==> src/rtl/iccm_arbiter_if.sv <==
// Request/response bundle shared by the ICCM arbiter, its two requesters and the memory wrapper.
// The slave modport is the arbiter's view; master is the surrounding environment.
interface iccm_arbiter_if #(
  parameter int ADDR_WIDTH = 12,
  parameter int DATA_WIDTH = 32,
  parameter int NUM_WMASKS = 4
);

  logic                  core_req_i;
  logic [ADDR_WIDTH-1:0] core_addr_i;
  logic                  core_gnt_o;
  logic [DATA_WIDTH-1:0] core_rdata_o;
  logic                  core_rvalid_o;

  logic                  ld_req_i;
  logic                  ld_we_i;
  logic [ADDR_WIDTH-1:0] ld_addr_i;
  logic [DATA_WIDTH-1:0] ld_wdata_i;
  logic [NUM_WMASKS-1:0] ld_wmask_i;
  logic                  ld_gnt_o;
  logic [DATA_WIDTH-1:0] ld_rdata_o;
  logic                  ld_rvalid_o;

  logic                  mem_req_o;
  logic                  mem_we_o;
  logic [ADDR_WIDTH-1:0] mem_addr_o;
  logic [DATA_WIDTH-1:0] mem_wdata_o;
  logic [NUM_WMASKS-1:0] mem_wmask_o;
  logic [DATA_WIDTH-1:0] mem_rdata_i;
  logic                  mem_rvalid_i;

  modport slave (
    input  core_req_i, core_addr_i,
    output core_gnt_o, core_rdata_o, core_rvalid_o,
    input  ld_req_i, ld_we_i, ld_addr_i, ld_wdata_i, ld_wmask_i,
    output ld_gnt_o, ld_rdata_o, ld_rvalid_o,
    output mem_req_o, mem_we_o, mem_addr_o, mem_wdata_o, mem_wmask_o,
    input  mem_rdata_i, mem_rvalid_i
  );

  modport master (
    output core_req_i, core_addr_i,
    input  core_gnt_o, core_rdata_o, core_rvalid_o,
    output ld_req_i, ld_we_i, ld_addr_i, ld_wdata_i, ld_wmask_i,
    input  ld_gnt_o, ld_rdata_o, ld_rvalid_o,
    input  mem_req_o, mem_we_o, mem_addr_o, mem_wdata_o, mem_wmask_o,
    output mem_rdata_i, mem_rvalid_i
  );

endinterface

==> src/rtl/iccm_arbiter.sv <==
// Shares the single-port ICCM between core fetch and the loader, gating the core until boot
// completes and steering in-order read responses back to their issuer via an owner FIFO.
module iccm_arbiter #(
  parameter int ADDR_WIDTH      = 12,
  parameter int DATA_WIDTH      = 32,
  parameter int NUM_WMASKS      = 4,
  parameter int MAX_OUTSTANDING = 2
) (
  input  logic          clk_i,
  input  logic          rst_ni,
  input  logic          boot_done_i,
  iccm_arbiter_if.slave bus,
  output logic          boot_mode_o,
  output logic          err_o
);

  localparam int PTR_W = (MAX_OUTSTANDING > 1) ? $clog2(MAX_OUTSTANDING) : 1;
  localparam int CNT_W = $clog2(MAX_OUTSTANDING + 1);
  localparam logic [CNT_W-1:0] CNT_MAX  = CNT_W'(MAX_OUTSTANDING);
  localparam logic [PTR_W-1:0] PTR_LAST = PTR_W'(MAX_OUTSTANDING - 1);

  typedef enum logic {
    BOOT = 1'b0,
    RUN  = 1'b1
  } state_e;

  typedef enum logic {
    OWNER_CORE = 1'b0,
    OWNER_LD   = 1'b1
  } owner_e;

  state_e           state_q, state_d;
  logic             last_ld_q;
  owner_e           owner_q [MAX_OUTSTANDING];
  logic [PTR_W-1:0] rd_ptr_q, wr_ptr_q;
  logic [CNT_W-1:0] count_q;
  logic             err_q;

  logic   pop, spurious, read_space;
  logic   core_elig, ld_elig;
  logic   core_gnt, ld_gnt;
  logic   push;
  owner_e push_owner, head_owner;

  function automatic logic [PTR_W-1:0] next_ptr(input logic [PTR_W-1:0] p);
    return (p == PTR_LAST) ? '0 : p + PTR_W'(1);
  endfunction

  // A response arriving with nothing outstanding is dropped rather than popped.
  assign pop      = bus.mem_rvalid_i && (count_q != '0);
  assign spurious = bus.mem_rvalid_i && (count_q == '0);

  // The slot freed by this cycle's pop can be reused by this cycle's read grant.
  assign read_space = (count_q < CNT_MAX) || pop;
  assign core_elig  = bus.core_req_i && read_space;
  assign ld_elig    = bus.ld_req_i && (bus.ld_we_i || read_space);

  always_ff @(posedge clk_i or negedge rst_ni) begin
    if (!rst_ni) begin
      state_q <= BOOT;
    end else begin
      state_q <= state_d;
    end
  end

  always_comb begin
    state_d  = state_q;
    core_gnt = 1'b0;
    ld_gnt   = 1'b0;
    case (state_q)
      BOOT: begin
        ld_gnt = ld_elig;
        if (boot_done_i) begin
          state_d = RUN;
        end
      end
      RUN: begin
        // On contention the port that did not win last time takes this slot.
        if (core_elig && ld_elig) begin
          core_gnt = last_ld_q;
          ld_gnt   = ~last_ld_q;
        end else begin
          core_gnt = core_elig;
          ld_gnt   = ld_elig;
        end
      end
      default: state_d = BOOT;
    endcase
  end

  assign bus.core_gnt_o = core_gnt;
  assign bus.ld_gnt_o   = ld_gnt;

  always_comb begin
    bus.mem_req_o   = 1'b0;
    bus.mem_we_o    = 1'b0;
    bus.mem_addr_o  = '0;
    bus.mem_wdata_o = '0;
    bus.mem_wmask_o = '0;
    if (core_gnt) begin
      bus.mem_req_o  = 1'b1;
      bus.mem_addr_o = bus.core_addr_i;
    end else if (ld_gnt) begin
      bus.mem_req_o   = 1'b1;
      bus.mem_we_o    = bus.ld_we_i;
      bus.mem_addr_o  = bus.ld_addr_i;
      bus.mem_wdata_o = bus.ld_wdata_i;
      bus.mem_wmask_o = bus.ld_wmask_i;
    end
  end

  always_ff @(posedge clk_i or negedge rst_ni) begin
    if (!rst_ni) begin
      last_ld_q <= 1'b1;
    end else if (core_gnt || ld_gnt) begin
      last_ld_q <= ld_gnt;
    end
  end

  assign push       = core_gnt || (ld_gnt && !bus.ld_we_i);
  assign push_owner = ld_gnt ? OWNER_LD : OWNER_CORE;
  assign head_owner = owner_q[rd_ptr_q];

  // Owner entries need no reset; occupancy is tracked solely by the pointers and count.
  always_ff @(posedge clk_i) begin
    if (push) begin
      owner_q[wr_ptr_q] <= push_owner;
    end
  end

  always_ff @(posedge clk_i or negedge rst_ni) begin
    if (!rst_ni) begin
      rd_ptr_q <= '0;
      wr_ptr_q <= '0;
      count_q  <= '0;
    end else begin
      if (push) begin
        wr_ptr_q <= next_ptr(wr_ptr_q);
      end
      if (pop) begin
        rd_ptr_q <= next_ptr(rd_ptr_q);
      end
      if (push && !pop) begin
        count_q <= count_q + CNT_W'(1);
      end else if (pop && !push) begin
        count_q <= count_q - CNT_W'(1);
      end
    end
  end

  always_ff @(posedge clk_i or negedge rst_ni) begin
    if (!rst_ni) begin
      err_q <= 1'b0;
    end else if (spurious) begin
      err_q <= 1'b1;
    end
  end

  assign bus.core_rdata_o  = bus.mem_rdata_i;
  assign bus.ld_rdata_o    = bus.mem_rdata_i;
  assign bus.core_rvalid_o = pop && (head_owner == OWNER_CORE);
  assign bus.ld_rvalid_o   = pop && (head_owner == OWNER_LD);

  assign boot_mode_o = (state_q == BOOT);
  assign err_o       = err_q;

endmodule

==> src/flat_wrapper.sv <==
// flat-port wrapper written by rule: the top's interface ports become plain ports
module iccm_arbiter_flat 
#(
  parameter int ADDR_WIDTH      = 12,
  parameter int DATA_WIDTH      = 32,
  parameter int NUM_WMASKS      = 4,
  parameter int MAX_OUTSTANDING = 2
)
  (clk_i, rst_ni, boot_done_i, boot_mode_o, err_o, bus_core_req_i, bus_core_addr_i, bus_core_gnt_o, bus_core_rdata_o, bus_core_rvalid_o, bus_ld_req_i, bus_ld_we_i, bus_ld_addr_i, bus_ld_wdata_i, bus_ld_wmask_i, bus_ld_gnt_o, bus_ld_rdata_o, bus_ld_rvalid_o, bus_mem_req_o, bus_mem_we_o, bus_mem_addr_o, bus_mem_wdata_o, bus_mem_wmask_o, bus_mem_rdata_i, bus_mem_rvalid_i);
  iccm_arbiter_if #(.ADDR_WIDTH(ADDR_WIDTH), .DATA_WIDTH(DATA_WIDTH), .NUM_WMASKS(NUM_WMASKS)) bus_i ();
  input  logic clk_i;
  input  logic rst_ni;
  input  logic boot_done_i;
  output logic boot_mode_o;
  output logic err_o;
  input wire logic [$bits(bus_i.core_req_i)-1:0] bus_core_req_i;
  input wire logic [$bits(bus_i.core_addr_i)-1:0] bus_core_addr_i;
  output wire logic [$bits(bus_i.core_gnt_o)-1:0] bus_core_gnt_o;
  output wire logic [$bits(bus_i.core_rdata_o)-1:0] bus_core_rdata_o;
  output wire logic [$bits(bus_i.core_rvalid_o)-1:0] bus_core_rvalid_o;
  input wire logic [$bits(bus_i.ld_req_i)-1:0] bus_ld_req_i;
  input wire logic [$bits(bus_i.ld_we_i)-1:0] bus_ld_we_i;
  input wire logic [$bits(bus_i.ld_addr_i)-1:0] bus_ld_addr_i;
  input wire logic [$bits(bus_i.ld_wdata_i)-1:0] bus_ld_wdata_i;
  input wire logic [$bits(bus_i.ld_wmask_i)-1:0] bus_ld_wmask_i;
  output wire logic [$bits(bus_i.ld_gnt_o)-1:0] bus_ld_gnt_o;
  output wire logic [$bits(bus_i.ld_rdata_o)-1:0] bus_ld_rdata_o;
  output wire logic [$bits(bus_i.ld_rvalid_o)-1:0] bus_ld_rvalid_o;
  output wire logic [$bits(bus_i.mem_req_o)-1:0] bus_mem_req_o;
  output wire logic [$bits(bus_i.mem_we_o)-1:0] bus_mem_we_o;
  output wire logic [$bits(bus_i.mem_addr_o)-1:0] bus_mem_addr_o;
  output wire logic [$bits(bus_i.mem_wdata_o)-1:0] bus_mem_wdata_o;
  output wire logic [$bits(bus_i.mem_wmask_o)-1:0] bus_mem_wmask_o;
  input wire logic [$bits(bus_i.mem_rdata_i)-1:0] bus_mem_rdata_i;
  input wire logic [$bits(bus_i.mem_rvalid_i)-1:0] bus_mem_rvalid_i;
  assign bus_i.core_req_i = bus_core_req_i;
  assign bus_i.core_addr_i = bus_core_addr_i;
  assign bus_core_gnt_o = bus_i.core_gnt_o;
  assign bus_core_rdata_o = bus_i.core_rdata_o;
  assign bus_core_rvalid_o = bus_i.core_rvalid_o;
  assign bus_i.ld_req_i = bus_ld_req_i;
  assign bus_i.ld_we_i = bus_ld_we_i;
  assign bus_i.ld_addr_i = bus_ld_addr_i;
  assign bus_i.ld_wdata_i = bus_ld_wdata_i;
  assign bus_i.ld_wmask_i = bus_ld_wmask_i;
  assign bus_ld_gnt_o = bus_i.ld_gnt_o;
  assign bus_ld_rdata_o = bus_i.ld_rdata_o;
  assign bus_ld_rvalid_o = bus_i.ld_rvalid_o;
  assign bus_mem_req_o = bus_i.mem_req_o;
  assign bus_mem_we_o = bus_i.mem_we_o;
  assign bus_mem_addr_o = bus_i.mem_addr_o;
  assign bus_mem_wdata_o = bus_i.mem_wdata_o;
  assign bus_mem_wmask_o = bus_i.mem_wmask_o;
  assign bus_i.mem_rdata_i = bus_mem_rdata_i;
  assign bus_i.mem_rvalid_i = bus_mem_rvalid_i;
  iccm_arbiter #(.ADDR_WIDTH(ADDR_WIDTH), .DATA_WIDTH(DATA_WIDTH), .NUM_WMASKS(NUM_WMASKS), .MAX_OUTSTANDING(MAX_OUTSTANDING)) u_core (.clk_i(clk_i), .rst_ni(rst_ni), .boot_done_i(boot_done_i), .bus(bus_i), .boot_mode_o(boot_mode_o), .err_o(err_o));
endmodule
==> config.mk <==
export PLATFORM = sky130hd
export DESIGN_NAME = iccm_arbiter_flat
export DESIGN_NICKNAME = d
export VERILOG_FILES = /design/src/rtl/iccm_arbiter_if.sv /design/src/rtl/iccm_arbiter.sv /design/src/flat_wrapper.sv
export SDC_FILE = /design/constraint.sdc
export NUM_CORES = 1
export LEC_CHECK = 0
export BUFFER_PORTS_ARGS = -buffer_cell sky130_fd_sc_hd__clkbuf_2
export CAP_MARGIN = 15
export CELL_PAD_IN_SITES_DETAIL_PLACEMENT = 0
export CELL_PAD_IN_SITES_GLOBAL_PLACEMENT = 1
export CORE_MARGIN = 1
export CORE_UTILIZATION = 17
export CTS_BUF_LIST = sky130_fd_sc_hd__clkbuf_8
export CTS_CLUSTER_SIZE = 24
export DETAILED_ROUTE_END_ITERATION = 8
export GPL_TIMING_DRIVEN = 0
export PLACE_DENSITY = 0.9
export SYNTH_ARGS = -nofsm -noshare
export SYNTH_HDL_FRONTEND = slang
export SYNTH_SLANG_ARGS = --single-unit
==> constraint.sdc <==
create_clock -name clk_i -period 2.3 [get_ports clk_i]
set_clock_uncertainty 0.15 [all_clocks]
set_input_delay 0.23 -clock clk_i [delete_from_list [all_inputs] [get_ports clk_i]]
set_output_delay 0.23 -clock clk_i [all_outputs]
set_load 0.05 [all_outputs]
# Word-level counts from Yosys, hierarchy flattened
# Memories as Yosys holds them, arrays and structs flattened.
# Index checks and enable logic that the tools add are counted.
# totals
ff_bits,7
ramBits,2
elab_cells,57
n_memories,1
# mem_list
memory,depth,width,read_ports,rd_ports_with_merged_regs,write_ports,line,text
u_core.owner_q,2,1,1,0,1,iccm_arbiter.sv:34,owner_e owner_q [MAX_OUTSTANDING];
# op_classes
n_addsub,4
order_cmp,1
n_mux,22
bitwise,3
reduce_logical,20
# op_table
cell,count
$mux 32,2
$mux 12,2
$mux 1,13
$logic_and 1x1->1,10
$mux 4,2
$logic_or 1x1->1,4
$mux 2,2
$reduce_bool 2->1,2
$logic_not 1->1,3
$not 1->1,3
$add 1x1->1 const B,2
$add 2x1->2 const B,1
$logic_not 2->1,1
$lt 2x2->1 const B,1
$pmux 1 s2,1
$sub 2x1->2 const B,1

# Logic depth before layout (Yosys ltp)
# Gate-level depths: netlist of the first run.
# logic_depth
ltp_word,14
mapped_depth,7
ltp_nobuf,7

# Worst setup path before layout of the first run
# No wires, ideal clock.
# synth_timing
path_kind,reg-to-output
from,reg u_core.last_ld_q
to,out bus_mem_we_o
arrival_ps,2013
setup_slack_ps,-93
stages_incl_launch_ff,4
path_cell_list,dfstp_2 > o2111a_1 > buf_2 > nor3_1
# synth_lines
item,line,text
start: declaration,iccm_arbiter.sv:33,logic last_ld_q;
start signal: assignment,iccm_arbiter.sv:116,last_ld_q <= ld_gnt;
$mux 1,iccm_arbiter.sv:79,if (core_elig && ld_elig) begin
$mux 1,iccm_arbiter.sv:70,case (state_q)
net bus_core_gnt_o,flat_wrapper.sv:18,output wire logic [$bits(bus_i.core_gnt_o)-1:0] bus_core_gnt_o;
$mux 1,iccm_arbiter.sv:100,if (core_gnt) begin
end: declaration,flat_wrapper.sv:30,output wire logic [$bits(bus_i.mem_we_o)-1:0] bus_mem_we_o;
# The timed path passes the listed nets, and every way through them passes these cells.

# Final worst setup path of the first run
# layout_timing
from,reg u_core.count_q[1]
to,out bus_mem_req_o
# layout_via
elab_chain_len,10
# layout_lines
item,line,text
start: declaration,iccm_arbiter.sv:36,logic [CNT_W-1:0] count_q;
start signal: assignment,iccm_arbiter.sv:144,count_q <= count_q + CNT_W'(1);
start signal: assignment,iccm_arbiter.sv:146,count_q <= count_q - CNT_W'(1);
"parallel branches: the longest is 2 deep, another holds $lt 2x2->1",n/a,
$logic_or 1x1->1 *,iccm_arbiter.sv:54,assign read_space = (count_q < CNT_MAX) || pop;
$logic_or 1x1->1,iccm_arbiter.sv:56,assign ld_elig = bus.ld_req_i && (bus.ld_we_i || read_space);
$logic_and 1x1->1,iccm_arbiter.sv:56,
$logic_and 1x1->1,iccm_arbiter.sv:79,
$mux 1,iccm_arbiter.sv:79,
$pmux 1 s2,iccm_arbiter.sv:70,
$mux 1,iccm_arbiter.sv:103,end else if (ld_gnt) begin
$mux 1 *,iccm_arbiter.sv:100,
end: declaration,flat_wrapper.sv:29,output wire logic [$bits(bus_i.mem_req_o)-1:0] bus_mem_req_o;
# Every way passes the cells marked *.

==> results of run 1 <==
==> final timing paths <==
path,to,cells after the start,slack (ps),startpoint
max,bus_mem_req_o,7,70,u_core.count_q[1]
min,u_core.state_q,2,60,boot_done_i
max reg2reg,u_core.count_q[1],6,460,u_core.count_q[1]
min reg2reg,u_core.err_o,1,310,u_core.err_o
max in group asynchronous,u_core.last_ld_q,2,1550,rst_ni
min in group asynchronous,u_core.count_q[1],2,210,rst_ni
==> cells by family (layout without fill, tap and decap cells) <==
group	after synthesis	count (layout)	synth area share
xor gates and xnor gates	5	5	0.0327
AOI/OAI and AO/OA	18	18	0.132
adders and majority gates	1	1	0.00933
and+or+nand+nor	48	48	0.222
buffers and inverters	73	266	0.412
muxes	2	2	0.0149
DFF	9	9	0.176
==> Yosys cell counts <==
| cell | count |
|---|---|
| nor2b_1 | 2 |
| a21o_2 | 1 |
| nor2_1 | 3 |
| nor3_1 | 1 |
| a22o_1 | 3 |
| and2_1 | 37 |
| mux2i_1 | 2 |
| edfxtp_1 | 2 |
| xor2_1 | 3 |
| ha_1 | 1 |
| dfrtp_1 | 6 |
| nand2b_2 | 1 |
| buf_6 | 5 |
| a22o_2 | 9 |
| buf_4 | 64 |
| and3_4 | 1 |
| nand3_1 | 1 |
| o21ai_2 | 1 |
| xnor2_1 | 2 |
| o21ai_0 | 1 |
| o2111a_1 | 1 |
| or2_2 | 2 |
| inv_1 | 3 |
| dfstp_2 | 1 |
| buf_2 | 1 |
| a21oi_4 | 1 |
| a41o_2 | 1 |
==> cell type report <==
class,instances,area [um2],share of cell area
timing repair buffer,189,956,0.386
multi-input combinational,74,558,0.225
buffer,70,542,0.219
sequential,9,236,0.0955
tap,102,128,0.0515
clock buffer,3,41.3,0.0167
inverter,3,11.3,0.00455
clock inverter,1,3.75,0.00152
==> critical path: stages (launching register included) <==
cell	delay, ps
dfrtp_1	410
nand2b_2	140
and3_4	210
a21oi_4	50
buf_4	150
buf_6	130
or2_2	290
clkbuf_2	240
==> timing repair <==
item | in CTS | in global routing
buffers inserted | 0 | 2
endpoints found under the hold margin | 7 | 0
gates resized for setup | 0 | 1
hold buffers | 1 | 0
endpoints found under the setup margin | 0 | 45
==> per-layer routing <==
| layer | vias up | routed length [um] | global-route usage |
|---|---|---|---|
| li1 | 825 | - | - |
| met1 | 701 | 1320 | 0.0847 |
| met2 | 135 | 2020 | 0.177 |
| met3 | 8 | 464 | 0.0126 |
| met4 | 0 | 96 | 0.0437 |
| met5 | - | 0 | 0 |
==> per-stage QoR <==
step	hold slack, ps	total power [mW]	util	setup slack (ps)
final	60.0	1.86	0.322	69.9
after global routing	60.2	1.96	0.322	1.26
after CTS	54.0	1.87	0.320	10.8
after detailed placement	-69.4	1.69	0.313	225
after global placement	-74.3	1.67	0.313	234
after floorplan	-216	1.40	-	231
==> where the power goes <==
group / switching, mW / total, mW / internal (mW)
Clock: 0.0588 / 0.175 / 0.116
Sequential: 0.0504 / 0.276 / 0.226
Combinational: 0.969 / 1.41 / 0.440
==> sequential cells by signal, indices dropped and copies added (netlist names) <==
signal and count:
u_core.rd_ptr_q 1, u_core.err_o 1, u_core.state_q 1, u_core.last_ld_q 1
u_core.count_q 2, u_core.wr_ptr_q 1, u_core.owner_q 2
==> results.json, run 1 <==
{
  "synthDominantCellAreaShare": 0.358,
  "cp_max_fo": 10,
  "firstDrtPassIters": 4,
  "crit_type": "reg2out",
  "die_h_um": 90.8,
  "status": "finished clean",
  "timing.setup.tns_ps": 0,
  "cts_buffers": 3,
  "antenna_found_initial": 0,
  "hp-class": "in2reg",
  "grtUsageTotal": 0.0875,
  "vias": 1669,
  "final_area_mm2": 0.00248,
  "cts_buffer_depth": 2,
  "syn_area_per_cell_um2": 8.60,
  "final_nets": 450,
  "cts_tree": "yes",
  "placedCellCount": 444,
  "drc": 0,
  "place_area_mm2": 0.00240,
  "slew_violations": 0,
  "fp.dieW_um": 90.8,
  "ys_top_cells_by_area": "buf_4, and2_1, dfrtp_1",
  "clock_sinks": 9,
  "ys_types": 27,
  "grt_pass1_vias": 1472,
  "critPathCaptureType": "primary output",
  "ys_seq_elements": 9,
  "clk_latency_ps": 230,
  "cp.required_ps": 1920,
  "final_cells": 451,
  "viasPerCell": 3.70,
  "first_iter_violations": 11,
  "seq_area_frac_synth": 0.176,
  "hold_viol": 0,
  "startpoint_type": "flop",
  "ys_warn_count": 0,
  "leakage_nw": 1.52,
  "n_fill_cell": 817,
  "ir_drop_mv": 0.254,
  "grt_pass1_wl_um": 5980,
  "clock-root-buffer": "clkbuf_8",
  "drt-total-wl_um": 3900,
  "netlist_area_mm2": 0.00134,
  "place_hpwl_um": 3540,
  "start_util": 0.174,
  "overflow": 0,
  "row_count": 32,
  "ant_nets": 0,
  "diodes": 0,
  "synthCells": 156,
  "max_clock_freq_mhz": 448,
  "port_buffers": 186,
  "wl_per_cell_um": 8.64,
  "die_area_mm2": 0.00825,
  "post-route-period-util": 0.970,
  "final_common_cell": "clkbuf_2",
  "finalCriticalPeriod_ps": 2230,
  "relSlewSlack": 0.643,
  "drive_gt1_frac": 0.805,
  "io_pins": 219,
  "syn_to_final_growth_pct": 84.6,
  "synth_area_leader_cell": "buf_4",
  "place_congestion": 0.747,
  "core_mm2": 0.00769,
  "layout_common_cells": "clkbuf_2, buf_4, and2_1, a22o_2, dfrtp_1",
  "tightest_slew_ps": 531,
  "synth_nets": 256,
  "cp.arrival_ps": 1850,
  "power_density_mw_per_mm2": 751,
  "setup_violations": 0,
  "grt_setup_unrepaired": "false",
  "htree_levels": 1,
  "clk_pin_slew_ps": 40,
  "drv_cap": 0,
  "grt_max_degree": 13
}
Power figures use the tool's default switching activity.
==> inputs of run 2 (changes only) <==
- CORE_ASPECT_RATIO: unset -> 0.75
- SKIP_CTS_REPAIR_TIMING: unset -> 1
==> run 2 against run 1 <==
Against the previous run: die area is essentially flat; clock-buffer cell count stayed put; flip-flop and latch count unchanged; via count shrank 2.5%; sequential power rose by 2%; first-iteration DRC count is 120% higher; largest cell class unchanged; critical path depth unchanged; maximum frequency about the same; highest routed layer unchanged; hold slack lost 15 ps; global-route usage up 1.5 points; clock power is essentially flat; combinational power about the same.
==> results.json, run 2 (synthesis gave the netlist of run 1 again) <==
{
  "clock-root-buffer": "clkbuf_8",
  "grt_max_degree": 13,
  "first_iter_violations": 24,
  "ant_nets": 0,
  "min-delay-start": "boot_done_i",
  "finalWorstSetupSlack_ps": 70.1,
  "max_clock_freq_mhz": 448,
  "core_mm2": 0.00750,
  "die_area_mm2": 0.00825,
  "grt_pass1_wl_um": 6930,
  "final_area_mm2": 0.00248,
  "setup_violations": 0,
  "power_density_mw_per_mm2": 761,
  "place_congestion": 0.726,
  "drc": 0,
  "finalCriticalPeriod_ps": 2230,
  "critPathCaptureType": "primary output",
  "antenna_found_initial": 0,
  "holdPathEnd": "u_core.state_q",
  "clk_latency_ps": 230,
  "ff2ff_path_depth": 6,
  "ir_drop_mv": 0.246,
  "hold_viol": 0,
  "drive_gt1_frac": 0.805,
  "cts_buffer_depth": 2,
  "drv_cap": 0,
  "io_pins": 219,
  "hp-class": "in2reg",
  "row_count": 27,
  "multi_input_area_um2": 558,
  "final_nets": 450,
  "p_comb_frac": 0.758,
  "seq_area_um2": 236,
  "busiest_layer": "met2",
  "leakage_nw": 1.52,
  "rrSetupSlack_ps": 410,
  "startpoint_type": "flop",
  "largest_registers": "u_core.count_q: 2 flops, u_core.owner_q: 2 flops",
  "cp_max_fo": 10,
  "drt-total-wl_um": 4770,
  "viasPerCell": 3.62,
  "fp.dieW_um": 105,
  "cts_buffers": 3,
  "slew_violations": 0,
  "place_hpwl_um": 4290,
  "cts_tree": "yes",
  "netSwitchingFraction": 0.584,
  "cp.required_ps": 1920,
  "cp.arrival_ps": 1850,
  "power_switching_mw": 1.10,
  "grt.met2_usage": 0.191,
  "diodes": 0,
  "clk_pin_slew_ps": 40,
  "final_common_cell": "clkbuf_2",
  "wl_per_cell_um": 10.6,
  "place_area_mm2": 0.00240,
  "r2r-end": "u_core.count_q[1]",
  "overflow": 0,
  "timing.setup.tns_ps": 0,
  "hold_depth": 2,
  "post-place-ws_ps": 218,
  "pwr-share-seq": 0.149,
  "start_util": 0.179,
  "reg2reg_from": "u_core.last_ld_q",
  "p_int_mw": 0.785,
  "firstDrtPassIters": 3,
  "relSlewSlack": 0.636,
  "port_buffers": 186,
  "htree_levels": 1,
  "pwr-share-clk": 0.093,
  "status": "finished clean",
  "post-route-period-util": 0.970,
  "power_mw": 1.89,
  "use_met3": 0.0205,
  "grt_pass1_vias": 1526,
  "crit_type": "reg2out",
  "tightest_slew_ps": 540,
  "die_h_um": 78.9,
  "n_fill_cell": 822,
  "grtUsageTotal": 0.103,
  "syn_to_final_growth_pct": 84.9,
  "use_met1": 0.122,
  "clock_sinks": 9,
  "vias": 1627,
  "layout_common_cells": "clkbuf_2, buf_4, and2_1, a22o_2, dfrtp_1"
}
==> run 2: cell type report <==
| type | instances | share of cell area |
|---|---|---|
| Multi-Input combinational cell | 74 | 0.225 |
| Inverter | 3 | 0.00454 |
| Clock buffer | 3 | 0.0166 |
| Buffer | 70 | 0.218 |
| Clock inverter | 1 | 0.00151 |
| Tap cell | 101 | 0.0510 |
| Sequential cell | 9 | 0.0954 |
| Timing Repair Buffer | 189 | 0.387 |
==> run 2: critical path, stage by stage, from the launching register on <==
cell and delay [ps]:
dfrtp_1 420, nand2b_2 130, and3_4 210, a21oi_4 50, buf_4 150, buf_6 130, or2_2 290, clkbuf_2 240
==> run 2: stage by stage <==
step | std cells | util | hold slack [ps]
after detailed placement | 443 | 0.320 | -68.3
after global routing | 450 | 0.331 | 43.8
after CTS | 447 | 0.326 | -318
final | 450 | 0.331 | 45.0
after global placement | 443 | 0.320 | -74.9
after floorplan | 156 | - | -216
==> run 2: power groups by stage <==
stage / clock network (mW) / registers [mW] / logic, mW
floorplan: 0 / 0.270 / 1.13
global placement: 0 / 0.276 / 1.41
detailed placement: 0 / 0.281 / 1.43
CTS: 0.184 / 0.280 / 1.43
global route: 0.188 / 0.286 / 1.51
finish: 0.176 / 0.281 / 1.43
==> run 2: how the worst max path moves through the flow <==
stage | startpoint | end | slack, ps | cells after the start
2_1_floorplan | u_core.last_ld_q | bus_mem_addr_o[10] | 230 | 3
3_3_place_gp | bus_mem_rvalid_i | bus_mem_addr_o[1] | 210 | 7
3_5_place_dp | bus_mem_rvalid_i | bus_mem_addr_o[1] | 220 | 7
4_1_cts | u_core.last_ld_q | bus_mem_addr_o[9] | -20 | 4
5_1_grt | u_core.count_q[1] | bus_mem_req_o | -6 | 7
6_report | u_core.count_q[1] | bus_mem_req_o | 70 | 7
==> run 2: metal layers <==
| layer | vias up | share of wire |
|---|---|---|
| li1 | 826 | - |
| met5 | - | 0 |
| met3 | 4 | 0.066 |
| met2 | 80 | 0.53 |
| met1 | 717 | 0.40 |
| met4 | 0 | 0.0057 |
==> inputs of run 3 (changes only) <==
- PLACE_DENSITY: 0.9 -> unset
- PLACE_DENSITY_LB_ADDON: unset -> 0.1
- SLEW_MARGIN: unset -> 20
==> run 3 against run 2 <==
Against the previous run: sequential share of layout area is essentially flat; critical path depth shrank 3; flip-flop and latch count stayed put; critical endpoint is now bus_mem_addr_o[4]; wire length decreased by 7.5%; power is 0.74% lower; combinational power barely moved; cell count unchanged; largest power group unchanged; final area shrank 0.15%; register-to-register slack barely moved; global-route usage decreased by 0.61 points; largest cell class unchanged; worst setup slack better by 33 ps; sequential power hardly changed.
==> results.json, run 3 (synthesis gave the netlist of run 1 again) <==
{
  "post-place-ws_ps": 279,
  "use_met1": 0.0914,
  "syn_to_final_growth_pct": 84.6,
  "post-route-period-util": 0.955,
  "drive_gt1_frac": 0.802,
  "slew_violations": 0,
  "port_buffers": 186,
  "hold_viol": 0,
  "fp.dieW_um": 105,
  "clock_sinks": 9,
  "max_clock_freq_mhz": 455,
  "first_iter_violations": 13,
  "io_pins": 219,
  "die_h_um": 78.9,
  "cts_buffer_depth": 2,
  "crit_type": "reg2out",
  "critPathCaptureType": "primary output",
  "grt.met2_usage": 0.207,
  "grt_setup_unrepaired": "false",
  "startpoint_type": "flop",
  "finalCriticalPeriod_ps": 2200,
  "timing.setup.tns_ps": 0,
  "drv_cap": 0,
  "firstDrtPassIters": 4,
  "drc": 0,
  "vias": 1624,
  "setup_violations": 0,
  "crit_family": "flip-flops",
  "wl_per_cell_um": 9.80,
  "clk_latency_ps": 230,
  "power_density_mw_per_mm2": 756,
  "grt_pass1_vias": 1416,
  "relSlewSlack": 0.613,
  "clock-root-buffer": "clkbuf_8",
  "final_common_cell": "clkbuf_2",
  "largest_registers": "u_core.count_q: 2 flops, u_core.owner_q: 2 flops",
  "final_util": 0.330,
  "power_mw": 1.87,
  "die_area_mm2": 0.00825,
  "final_nets": 450,
  "cts_tree": "yes",
  "cp.required_ps": 1920,
  "busiest_layer": "met2",
  "tightest_slew_ps": 575,
  "layout_common_cells": "clkbuf_2, buf_4, and2_1, a22o_2, dfrtp_1",
  "cts_buffers": 3,
  "path_buf_inv": 2,
  "cp_max_fo": 10,
  "finalWorstSetupSlack_ps": 103,
  "crit_chain": "o2111a_1 -> clkbuf_4 -> a22o_2 -> clkbuf_2",
  "cpPeakStageDelay_ps": 580,
  "cp_slowest_cell": "dfstp_2",
  "diodes": 0,
  "antenna_found_initial": 0,
  "clk_pin_slew_ps": 50,
  "core_mm2": 0.00750,
  "grtUsageTotal": 0.0965,
  "overflow": 0,
  "cp.arrival_ps": 1820,
  "hp-class": "in2reg",
  "place_hpwl_um": 4030,
  "htree_levels": 1,
  "hold_ws_ps": 41.5,
  "ir_drop_mv": 0.312,
  "leakage_nw": 1.52,
  "use_met3": 0.0255,
  "status": "finished clean",
  "viasPerCell": 3.61,
  "start_util": 0.179,
  "place_congestion": 0.705,
  "drt-total-wl_um": 4410,
  "row_count": 27,
  "grt_pass1_wl_um": 6370,
  "ant_nets": 0,
  "grt_max_degree": 13
}
-- run 3: cell types whose count changed in the layout (fill, tap and decap cells not counted), sizes merged --
cell	previous run	this run
clkbuf	185	188
buf	76	73
-- run 3: final cells by class --
class                   count  area [um2]
fillers                   830        5020
repair buffers            189         956
multi-input cells          74         557
plain buffers              70         544
flip-flops and latches      9         236
well taps                 101         126
clock buffers               3        41.3
inverters                   3        11.3
clock inverters             1        3.75
-- run 3: worst paths after layout --
kind	from	to	slack, ps	cells past startpoint
min reg2reg	u_core.err_o	u_core.err_o	310	1
min	boot_done_i	u_core.state_q	40	2
max reg2reg	u_core.last_ld_q	u_core.count_q[1]	410	6
max in group asynchronous	rst_ni	u_core.last_ld_q	1540	2
min in group asynchronous	rst_ni	u_core.rd_ptr_q	220	2
max	u_core.last_ld_q	bus_mem_addr_o[4]	100	4
-- run 3: power by group --
group / internal (mW) / switching [mW]
Clock: 0.116 / 0.0622
Sequential: 0.226 / 0.0521
Combinational: 0.440 / 0.977
Total: 0.782 / 1.09
-- run 3: through the flow --
step           instance area (um2)  std cells
4_1_cts                       2450        447
6_report                      2480        450
3_5_place_dp                  2400        443
5_1_grt                       2480        450
3_3_place_gp                  2400        443
2_1_floorplan                 1350        156
-- run 3: routing by layer --
layer | wire, um | up-vias | share of wire
li1 | - | 823 | -
met2 | 2560 | 107 | 0.58
met3 | 406 | 0 | 0.092
met5 | 0 | - | 0
met1 | 1450 | 694 | 0.33
met4 | 0 | 0 | 0
